### src/rtl/button_press_latch.sv
// Pushbutton conditioning: synchronizer, debounce FSM, one-shot press event,
// pending-press flag consumed by the shift strobe, and a sticky overrun flag.
module button_press_latch #(
  parameter int DEBOUNCE_CYCLES = 1000000,
  parameter int SYNC_STAGES     = 2,
  parameter int CNT_W           = 28
) (
  input  logic clk_in,
  input  logic rst_in,
  input  logic btn_in,
  input  logic tick_in,
  input  logic overrun_clr_in,
  output logic btn_level_out,
  output logic press_pulse_out,
  output logic pressed_out,
  output logic overrun_out
);

  localparam int DB = (DEBOUNCE_CYCLES < 1) ? 1 : DEBOUNCE_CYCLES;
  localparam logic [CNT_W-1:0] DB_M1 = CNT_W'(DB - 1);
  localparam bit DB_ONE = (DB == 1);

  typedef enum logic [1:0] {
    IDLE_LOW,
    WAIT_HIGH,
    IDLE_HIGH,
    WAIT_LOW
  } state_t;

  state_t                 r_state;
  logic [CNT_W-1:0]       r_cnt;
  logic [SYNC_STAGES-1:0] r_sync;
  logic                   w_sync_out;
  logic                   w_press_evt;
  logic                   w_release_evt;

  assign w_sync_out = r_sync[SYNC_STAGES-1];

  // Level changes are accepted on the edge that sees the DB-th stable sample.
  always_comb begin
    w_press_evt   = 1'b0;
    w_release_evt = 1'b0;
    case (r_state)
      IDLE_LOW:  w_press_evt   = w_sync_out && DB_ONE;
      WAIT_HIGH: w_press_evt   = w_sync_out && (r_cnt == DB_M1);
      IDLE_HIGH: w_release_evt = !w_sync_out && DB_ONE;
      WAIT_LOW:  w_release_evt = !w_sync_out && (r_cnt == DB_M1);
      default: ;
    endcase
  end

  always_ff @(posedge clk_in) begin
    if (rst_in) begin
      r_sync          <= '0;
      r_state         <= IDLE_LOW;
      r_cnt           <= '0;
      btn_level_out   <= 1'b0;
      press_pulse_out <= 1'b0;
      pressed_out     <= 1'b0;
      overrun_out     <= 1'b0;
    end else begin
      r_sync          <= {r_sync[SYNC_STAGES-2:0], btn_in};
      press_pulse_out <= w_press_evt;

      case (r_state)
        IDLE_LOW: begin
          if (w_press_evt) begin
            r_state       <= IDLE_HIGH;
            btn_level_out <= 1'b1;
          end else if (w_sync_out) begin
            r_state <= WAIT_HIGH;
            r_cnt   <= CNT_W'(1);
          end
        end
        WAIT_HIGH: begin
          if (!w_sync_out) begin
            r_state <= IDLE_LOW;
            r_cnt   <= '0;
          end else if (w_press_evt) begin
            r_state       <= IDLE_HIGH;
            r_cnt         <= '0;
            btn_level_out <= 1'b1;
          end else begin
            r_cnt <= r_cnt + CNT_W'(1);
          end
        end
        IDLE_HIGH: begin
          if (w_release_evt) begin
            r_state       <= IDLE_LOW;
            btn_level_out <= 1'b0;
          end else if (!w_sync_out) begin
            r_state <= WAIT_LOW;
            r_cnt   <= CNT_W'(1);
          end
        end
        WAIT_LOW: begin
          if (w_sync_out) begin
            r_state <= IDLE_HIGH;
            r_cnt   <= '0;
          end else if (w_release_evt) begin
            r_state       <= IDLE_LOW;
            r_cnt         <= '0;
            btn_level_out <= 1'b0;
          end else begin
            r_cnt <= r_cnt + CNT_W'(1);
          end
        end
        default: begin
          r_state <= IDLE_LOW;
          r_cnt   <= '0;
        end
      endcase

      // A press coinciding with a tick replaces the consumed one.
      if (w_press_evt)  pressed_out <= 1'b1;
      else if (tick_in) pressed_out <= 1'b0;

      if (w_press_evt && pressed_out && !tick_in) overrun_out <= 1'b1;
      else if (overrun_clr_in)                    overrun_out <= 1'b0;
    end
  end

endmodule

### config.mk
export PLATFORM = sky130hd
export DESIGN_NAME = button_press_latch
export DESIGN_NICKNAME = d
export VERILOG_FILES = /design/src/rtl/button_press_latch.sv
export SDC_FILE = /design/constraint.sdc
export NUM_CORES = 1
export LEC_CHECK = 0
export ABC_AREA = 1
export BUFFER_PORTS_ARGS = -buffer_cell sky130_fd_sc_hd__buf_2
export CAP_MARGIN = 5
export CORE_UTILIZATION = 46
export CTS_CLUSTER_DIAMETER = 150
export DETAILED_ROUTE_END_ITERATION = 8
export PLACE_DENSITY_LB_ADDON = 0.12
export SYNTH_ARGS = -nofsm -noshare
export SYNTH_HDL_FRONTEND = slang
export SYNTH_SLANG_ARGS = --single-unit
### constraint.sdc
create_clock -name clk_in -period 3.2 [get_ports clk_in]
set_input_delay 0.32 -clock clk_in [delete_from_list [all_inputs] [get_ports clk_in]]
set_output_delay 0.32 -clock clk_in [all_outputs]
set_load 0.03 [all_outputs]
==> results.yml, run 1 <==
timing:
  fmax_ghz: 0.5636
  max_slew_margin: 0.6022
  rsz0062_at_grt: "false"
  finClkSkew_ps: 7.586
  period_share: 0.5545
  fin_setup_tns_ps: 0
  worst_pin_slew_ps: 595.3
  setup_viol: 0
  drv_slew: 0
  fin_crit_ps: 1774
  finalHoldViolations: 0
die:
  die_h_um: 73.49
  die_x_um: 73.49
  initial_utilization: 0.4881
  num_rows: 25
  core_area_um2: 4817
  io_pins: 9
  die-area_um2: 5401
setup_path:
  cp.arrival_ps: 2000
  crit_chain: "ha_1 -> nand3_2 -> nor2_1 -> nand2_1 -> nor2_2 -> nor2_4 -> o21ai_0 -> a21oi_1"
  crit_buf_inv: 0
  slowest_delay_ps: 460
  critical_path.slowest_cell: "nor2_4"
  cp_max_fo: 24
  crit_family: "simple AND/OR/NAND/NOR gates"
  critPathLaunchType: "flop"
  critical_path_class: "flop to flop"
  end_kind: "flop"
  worstPathRequired_ps: 3420
status:
  status: "finished clean"
grt:
  grt_usage: 0.2542
  grt_pass1_wl_um: 10430
  grt_pass1_vias: 2233
  gr-total-overflow: 0
  grt_antenna_before_repair: 0
  grt_max_degree: 26
place:
  place_congestion: 0.9943
  portBuffers: 8
  dp_hpwl_um: 4512
logic_synthesis:
  synth.yosys.seq_area_share: 0.3065
  yosysUniqueCellTypes: 25
  syn_nets: 410
  yosys_warnings: 0
  netlist_instances: 404
  synth_area_per_cell_um2: 5.819
  synth-seq-cells: 36
  syn_area_um2: 2351
clock_network:
  clockRootBuffer: "clkbuf_8"
  numCtsBuffers: 5
  cts_hold_buf: 0
  clkSlewWorstSetupHoldPaths_ps: 70
  htree_levels: 2
  ctsResizeCount: 0
  clk_path_buf_depth: 2
  clock_latency_ps: 290
  cts_sinks: 36
  cts_setup_buffers: 0
  cts_tree: "done"
detailed_routing:
  viasPerCell: 4.931
  num_vias: 2357
  post-route-drc-count: 0
  drt_pass1_iterations: 5
  route.detailed.wl_per_inst_um: 12.56
  drt_iter0_drc: 95
  routed_wl_um: 6006
  postRouteAntennaNets: 0
final_layout:
  drive_gt1_frac: 0.09489
  utilization: 0.5244
  nets: 417
  layout_common_cells: "132 x nand2_1, 69 x nor2_1, 53 x inv_1"
  insertedDiodeCount: 0
  syn2layout_area_growth_pct: 7.451
  final_common_cell: "nand2_1"
  fillCellCount: 546
job:
  drv_cap: 0
min_path:
  hold_class: "input port to flop"
power_and_ir_drop:
  p_leak_nw: 1.003
  ir_worst_vdd_mv: 0.1472
  p_per_area_nw_per_um2: 354.8
[metrics by stage]
| step | setup WS, ps | power, mW | hold WS (ps) | instances | instance area, µm² |
|---|---|---|---|---|---|
| global placement | 1490 | 0.5489 | 391.3 | 471 | 2430 |
| finish | 1426 | 0.8962 | 223.9 | 478 | 2526 |
| CTS | 1409 | 0.9044 | 227.6 | 478 | 2526 |
| floorplan | 1744 | 0.5304 | 388.3 | 404 | 2351 |
| global route | 1240 | 0.9306 | 240.6 | 478 | 2526 |
| detailed placement | 1417 | 0.5489 | 399.0 | 471 | 2430 |
[final timing paths]
kind | startpoint | to | slack, ps | cells past startpoint
setup / recovery | r_cnt[0] | r_cnt[6] | 1430 | 8
hold / removal | btn_in | r_sync[0] | 220 | 3
setup reg to reg | r_cnt[0] | r_cnt[6] | 1430 | 8
hold reg to reg | r_sync[0] | r_sync[1] | 410 | 2
[layer usage]
metal / vias to the layer above / part of all wire / track usage
li1: 1262 / - / -
met1: 1057 / 0.50 / 0.3489
met2: 31 / 0.46 / 0.4118
met3: 7 / 0.032 / 0.04115
met4: 0 / 0.013 / 0.06624
met5: - / 0 / 0
[Yosys cell counts, drive strengths merged]
cell type | number | area share
nand4 | 5 | 0.013
clkbuf | 4 | 0.0064
nor3 | 4 | 0.011
xor2 | 2 | 0.0075
and3 | 1 | 0.0027
o21ai | 14 | 0.030
ha | 1 | 0.0053
or2 | 3 | 0.0080
dfxtp | 36 | 0.31
a21oi | 25 | 0.053
nand3 | 32 | 0.072
buf | 5 | 0.016
nand2 | 137 | 0.22
inv | 55 | 0.088
nor2 | 78 | 0.14
nand3b | 2 | 0.012
[worst min-delay path, delay by kind of cell]
kind | cells | cell delay, ps
buffers and inverters | 2 | 100
AND/OR/NAND/NOR | 1 | 60
[kinds of logic (layout without fill, tap and decap cells)]
family | after synthesis | after routing | synth area share
AO/OA/AOI/OAI | 39 | 39 | 0.08302
XOR/XNOR | 2 | 2 | 0.007452
adder cells (fa/ha/maj) | 1 | 1 | 0.005321
buffers and inverters | 64 | 71 | 0.1102
flip-flops | 36 | 36 | 0.3065
AND/OR/NAND/NOR | 262 | 262 | 0.4875
[state kept, by name, summed over array words and instances (netlist names), named ones only]
name             count
pressed_out          1
overrun_out          1
r_state              1
press_pulse_out      1
btn_level_out        1
r_sync               2
r_cnt               28
[cell type report]
class | instances | area, µm² | area share
Clock buffer | 7 | 96.34 | 0.03814
Sequential cell | 36 | 720.7 | 0.2853
Multi-Input combinational cell | 304 | 1371 | 0.5428
Inverter | 55 | 206.4 | 0.08172
Timing Repair Buffer | 9 | 47.55 | 0.01882
Tap cell | 67 | 83.83 | 0.03318
[power breakdown]
part	switching, mW	total, mW	leakage (nW)	internal, mW
combinational	0.0579	0.0751	0.662	0.0172
clock	0.167	0.358	0.0503	0.192
sequential	0.00743	0.463	0.291	0.455
No activity file was read; power rests on OpenSTA's default activity.
==> run 2: changes to the inputs <==
==> constraint.sdc (replaced) <==
create_clock -name clk_in -period 1.9 [get_ports clk_in]
set_input_delay 0.19 -clock clk_in [delete_from_list [all_inputs] [get_ports clk_in]]
set_output_delay 0.19 -clock clk_in [all_outputs]
set_load 0.03 [all_outputs]
==> run 2 against run 1 <==
Critical path depth up 1. Combinational power up 74%. Final area up 0.79%. Critical path type unchanged. Highest routed layer unchanged.
==> results.yml, run 2 (synthesis results as in run 1) <==
setup_path:
  worstPathRequired_ps: 2140
  cp_max_fo: 12
  crit_buf_inv: 0
  critical_path.slowest_cell: "dfxtp_1"
  critical_path_class: "flop to flop"
  slowest_delay_ps: 420
  critPathLaunchType: "flop"
  crit_chain: "ha_1 -> nand3_2 -> nor2_1 -> nand2_1 -> nor2_2 -> nor2_4 -> nor2_2 -> nor2_1 -> nor2_1"
  r2r-start: "r_cnt[0]"
  cp_common_cell: "nor2_1"
  cp.arrival_ps: 1980
  end_kind: "flop"
  r2r_cells: 9
  rrSetupSlack_ps: 160
  crit_family: "simple AND/OR/NAND/NOR gates"
detailed_routing:
  drt_pass1_iterations: 4
  viasPerCell: 5.046
  wl_met1_um: 3002
  num_vias: 2432
  routed_wl_um: 6189
  wl_met3_um: 337
  top_layer_used: "met4"
  wl_met2_um: 2769
  route.detailed.wl_per_inst_um: 12.84
  post-route-drc-count: 0
  drt_iter0_drc: 189
  postRouteAntennaNets: 0
final_layout:
  final_common_cell: "nand2_1"
  fillCellCount: 514
  layout_common_cells: "132 x nand2_1, 69 x nor2_1, 53 x inv_1"
  regMostFlops: "r_cnt"
  syn2layout_area_growth_pct: 8.302
  insertedDiodeCount: 0
  largest_registers: "r_cnt x28, r_sync x2"
  largest_reg_flops: 28
  drive_gt1_frac: 0.09880
  nets: 420
grt:
  grt_max_degree: 26
  gr-total-overflow: 0
  grt_pass1_wl_um: 10110
  grt_pass1_vias: 2167
  grt_usage: 0.2463
  grt_antenna_before_repair: 0
timing:
  worst_pin_slew_ps: 466.3
  finClkSkew_ps: 7.046
  setup_viol: 0
  finalHoldViolations: 0
  drv_slew: 0
  rsz0062_at_grt: "false"
  fin_setup_tns_ps: 0
  max_slew_margin: 0.6887
  fin_crit_ps: 1741
  period_share: 0.9161
  fmax_ghz: 0.5745
power_and_ir_drop:
  p_per_area_nw_per_um2: 588.8
  ir_worst_vdd_mv: 0.2364
  power_mw: 1.499
  p_leak_nw: 1.015
clock_network:
  clk_path_buf_depth: 2
  clkSlewWorstSetupHoldPaths_ps: 70
  cts_tree: "done"
  cts_sinks: 36
  clockRootBuffer: "clkbuf_8"
  clock_latency_ps: 300
  htree_levels: 2
  numCtsBuffers: 5
  cts_setup_buffers: 0
min_path:
  hp-start: "btn_in"
  holdPathEnd: "r_sync[0]"
  hold_class: "input port to flop"
  hold_depth: 3
die:
  die_x_um: 73.49
  initial_utilization: 0.4881
  die_h_um: 73.49
  die-area_um2: 5401
  core_area_um2: 4817
  num_rows: 25
  io_pins: 9
place:
  dp_hpwl_um: 4498
  portBuffers: 8
  place_congestion: 0.9075
status:
  status: "finished clean"
job:
  drv_cap: 0
## run 2: cell types whose count changed in the layout (fill, tap and decap cells not counted)
cell,before,now
nor2_4,5,6
clkbuf_8,7,6
clkbuf_1,0,2
buf_4,1,3
## run 2: layer usage
metal | vias to the layer above | track usage
met5 | - | 0
met4 | 0 | 0.06838
met3 | 9 | 0.03704
met2 | 64 | 0.4088
met1 | 1086 | 0.3303
li1 | 1273 | -
## run 2: how the worst max path moves through the flow
stage             start    endpoint  cells after the start
2_1_floorplan  r_cnt[0]    r_cnt[4]                     10
3_3_place_gp   r_cnt[0]   r_cnt[10]                      8
4_1_cts        r_cnt[0]    r_cnt[6]                      8
3_5_place_dp   r_cnt[0]    r_cnt[6]                      8
6_report       r_cnt[0]        flop                      9
5_1_grt        r_cnt[0]  r_state[0]                      8
## run 2: timing repair
item | CTS | global route
hold buffers | 0 | 0
endpoints found under the setup margin | 0 | 19
gates resized for setup | 0 | 1
## run 2: stage by stage
step           worst slack (ps)  instance area, µm²  utilization  cells  hold WS (ps)
2_1_floorplan             444.5                2351            -    404         297.0
3_3_place_gp              188.5                2445       0.5075    473         391.9
3_5_place_dp              146.7                2445       0.5075    473         397.5
4_1_cts                   127.5                2535       0.5262    481         98.43
5_1_grt                   7.240                2546       0.5286    482         101.8
6_report                  159.5                2546       0.5286    482         96.44
## run 2: report_power, final
group	switching, mW	leakage, nW	total, mW	internal, mW
clock	0.292	0.0455	0.588	0.296
sequential	0.0137	0.291	0.780	0.766
combinational	0.102	0.678	0.131	0.0293
## run 2: final cells by class
type | instances | area, µm² | share of cell area
tap | 67 | 83.83 | 0.03292
multi-input combinational | 305 | 1383 | 0.5430
timing repair buffer | 11 | 62.56 | 0.02457
inverter | 55 | 206.4 | 0.08108
clock buffer | 8 | 90.09 | 0.03538
sequential | 36 | 720.7 | 0.2830
## run 2: worst min-delay path: stages
cell and delay (ps):
buf_2 80, inv_1 30, nor2_1 60
==> run 3: changes to the inputs <==
--- a/config.mk
+++ b/config.mk
@@ -8,7 +8,9 @@
 export ABC_AREA = 1
 export BUFFER_PORTS_ARGS = -buffer_cell sky130_fd_sc_hd__buf_2
 export CAP_MARGIN = 5
-export CORE_UTILIZATION = 46
+export CELL_PAD_IN_SITES_DETAIL_PLACEMENT = 0
+export CELL_PAD_IN_SITES_GLOBAL_PLACEMENT = 1
+export CORE_UTILIZATION = 43
 export CTS_CLUSTER_DIAMETER = 150
 export DETAILED_ROUTE_END_ITERATION = 8
 export PLACE_DENSITY_LB_ADDON = 0.12
==> run 3 against run 2 <==
Register-to-register slack gained 40 ps. Power is essentially flat. Via count is 0.78% lower. Die area is 6.8% higher. Combinational power about the same. First-iteration DRC count decreased by 39%. Clock skew decreased by 3.5 ps. Global-route usage decreased by 0.65 points. Largest power group unchanged. Highest routed layer unchanged.
==> results.yml, run 3 (synthesis results as in run 1) <==
final_layout:
  syn2layout_area_growth_pct: 9.313
  insertedDiodeCount: 0
  nets: 422
  final_common_cell: "nand2_1"
  drive_gt1_frac: 0.1103
  regMostFlops: "r_cnt"
  largest_reg_flops: 28
  largest_registers: "r_cnt x28, r_sync x2"
  layout_common_cells: "131 x nand2_1, 69 x nor2_1, 53 x inv_1"
  fillCellCount: 585
timing:
  fin_crit_ps: 1698
  worst_pin_slew_ps: 481.7
  worst_slack_ps: 202.2
  rsz0062_at_grt: "false"
  max_slew_margin: 0.6784
  period_share: 0.8936
  fmax_ghz: 0.5890
  finalHoldViolations: 0
  fin_setup_tns_ps: 0
  drv_slew: 0
  finClkSkew_ps: 3.584
  setup_viol: 0
die:
  num_rows: 26
  die_h_um: 75.94
  initial_utilization: 0.4545
  die-area_um2: 5767
  core_area_um2: 5172
  io_pins: 9
  die_x_um: 75.94
power_and_ir_drop:
  p_per_area_nw_per_um2: 583.2
  ir_worst_vdd_mv: 0.3070
  p_leak_nw: 1.031
detailed_routing:
  drt_pass1_iterations: 5
  postRouteAntennaNets: 0
  viasPerCell: 4.955
  route.detailed.wl_per_inst_um: 13.35
  post-route-drc-count: 0
  routed_wl_um: 6502
  drt_iter0_drc: 115
  num_vias: 2413
grt:
  grt_pass1_vias: 2322
  grt_usage: 0.2398
  grt_max_degree: 26
  grt_antenna_before_repair: 0
  gr-total-overflow: 0
  grt_pass1_wl_um: 10810
setup_path:
  critical_path_class: "flop to flop"
  slowest_delay_ps: 410
  critPathLaunchType: "flop"
  worstPathRequired_ps: 2140
  end_kind: "flop"
  cp_common_cell: "nor2_1"
  cp.arrival_ps: 1940
  cp_max_fo: 12
  critical_path.slowest_cell: "dfxtp_1"
  crit_chain: "ha_1 -> nand3_2 -> nor2_1 -> nand2_1 -> nor2_2 -> nor2_4 -> nor2_2 -> nor2_1 -> nor2_1"
place:
  portBuffers: 8
  dp_hpwl_um: 4777
  place_ws_ps: 113.9
  place_congestion: 0.9348
clock_network:
  htree_levels: 2
  clk_path_buf_depth: 2
  clock_latency_ps: 300
  clockRootBuffer: "clkbuf_8"
  clkSlewWorstSetupHoldPaths_ps: 70
  cts_sinks: 36
  cts_setup_buffers: 0
  numCtsBuffers: 5
  cts_tree: "done"
min_path:
  hold_class: "input port to flop"
status:
  status: "finished clean"
job:
  drv_cap: 0
-- run 3: cell types whose count changed in the layout (fill, tap and decap cells not counted), sizes merged --
cell / delta
buf: +2
clkinv: +2
clkbuf: -2
-- run 3: critical path: cells and delay by family, from the launching register on --
family                   cells  cell delay (ps)
adder cells (fa/ha/maj)      1              240
AND/OR/NAND/NOR              8              990
flip-flops                   1              410
-- run 3: final cells by class --
type	instances	area [µm²]	share of cell area
multi-input combinational	305	1385	0.5390
inverter	55	206.4	0.08033
clock buffer	6	82.58	0.03213
sequential	36	720.7	0.2804
clock inverter	2	10.01	0.003895
tap	70	87.58	0.03408
timing repair buffer	13	77.57	0.03019
-- run 3: path summary, 6_finish.rpt --
kind                   from        end  slack, ps  cells after the start
hold reg to reg   r_sync[0]  r_sync[1]        420                      2
hold / removal       btn_in  r_sync[0]         90                      3
setup / recovery   r_cnt[0]       flop        200                      9
setup reg to reg   r_cnt[0]       flop        200                      9
-- run 3: through the flow --
step           power (mW)    util  cells  instance area (µm²)  hold WS [ps]
6_report            1.499  0.4969    487                 2570         91.92
5_1_grt             1.554  0.4969    487                 2570         121.9
4_1_cts             1.514  0.4942    486                 2556         85.38
3_5_place_dp       0.9290  0.4763    478                 2464         399.7
3_3_place_gp       0.9325  0.4763    478                 2464         390.4
2_1_floorplan      0.8934       -    404                 2351         297.0
-- run 3: where the power goes --
part           switching (mW)  total, mW  internal [mW]
sequential             0.0137      0.780          0.766
combinational           0.105      0.134         0.0295
clock                   0.295      0.585          0.290
total                   0.413       1.50           1.09
-- run 3: repair_timing --
action | 4_1_cts | 5_1_grt
hold buffers | 0 | 0
setup endpoints to repair | 0 | 10
resized for setup | 0 | 2
-- run 3: routing by layer --
layer | vias up | share of wire | track usage
met3 | 8 | 0.044 | 0.04458
met2 | 43 | 0.46 | 0.4091
met1 | 1086 | 0.48 | 0.3048
met5 | - | 0 | 0
met4 | 0 | 0.012 | 0.07500
li1 | 1276 | - | -
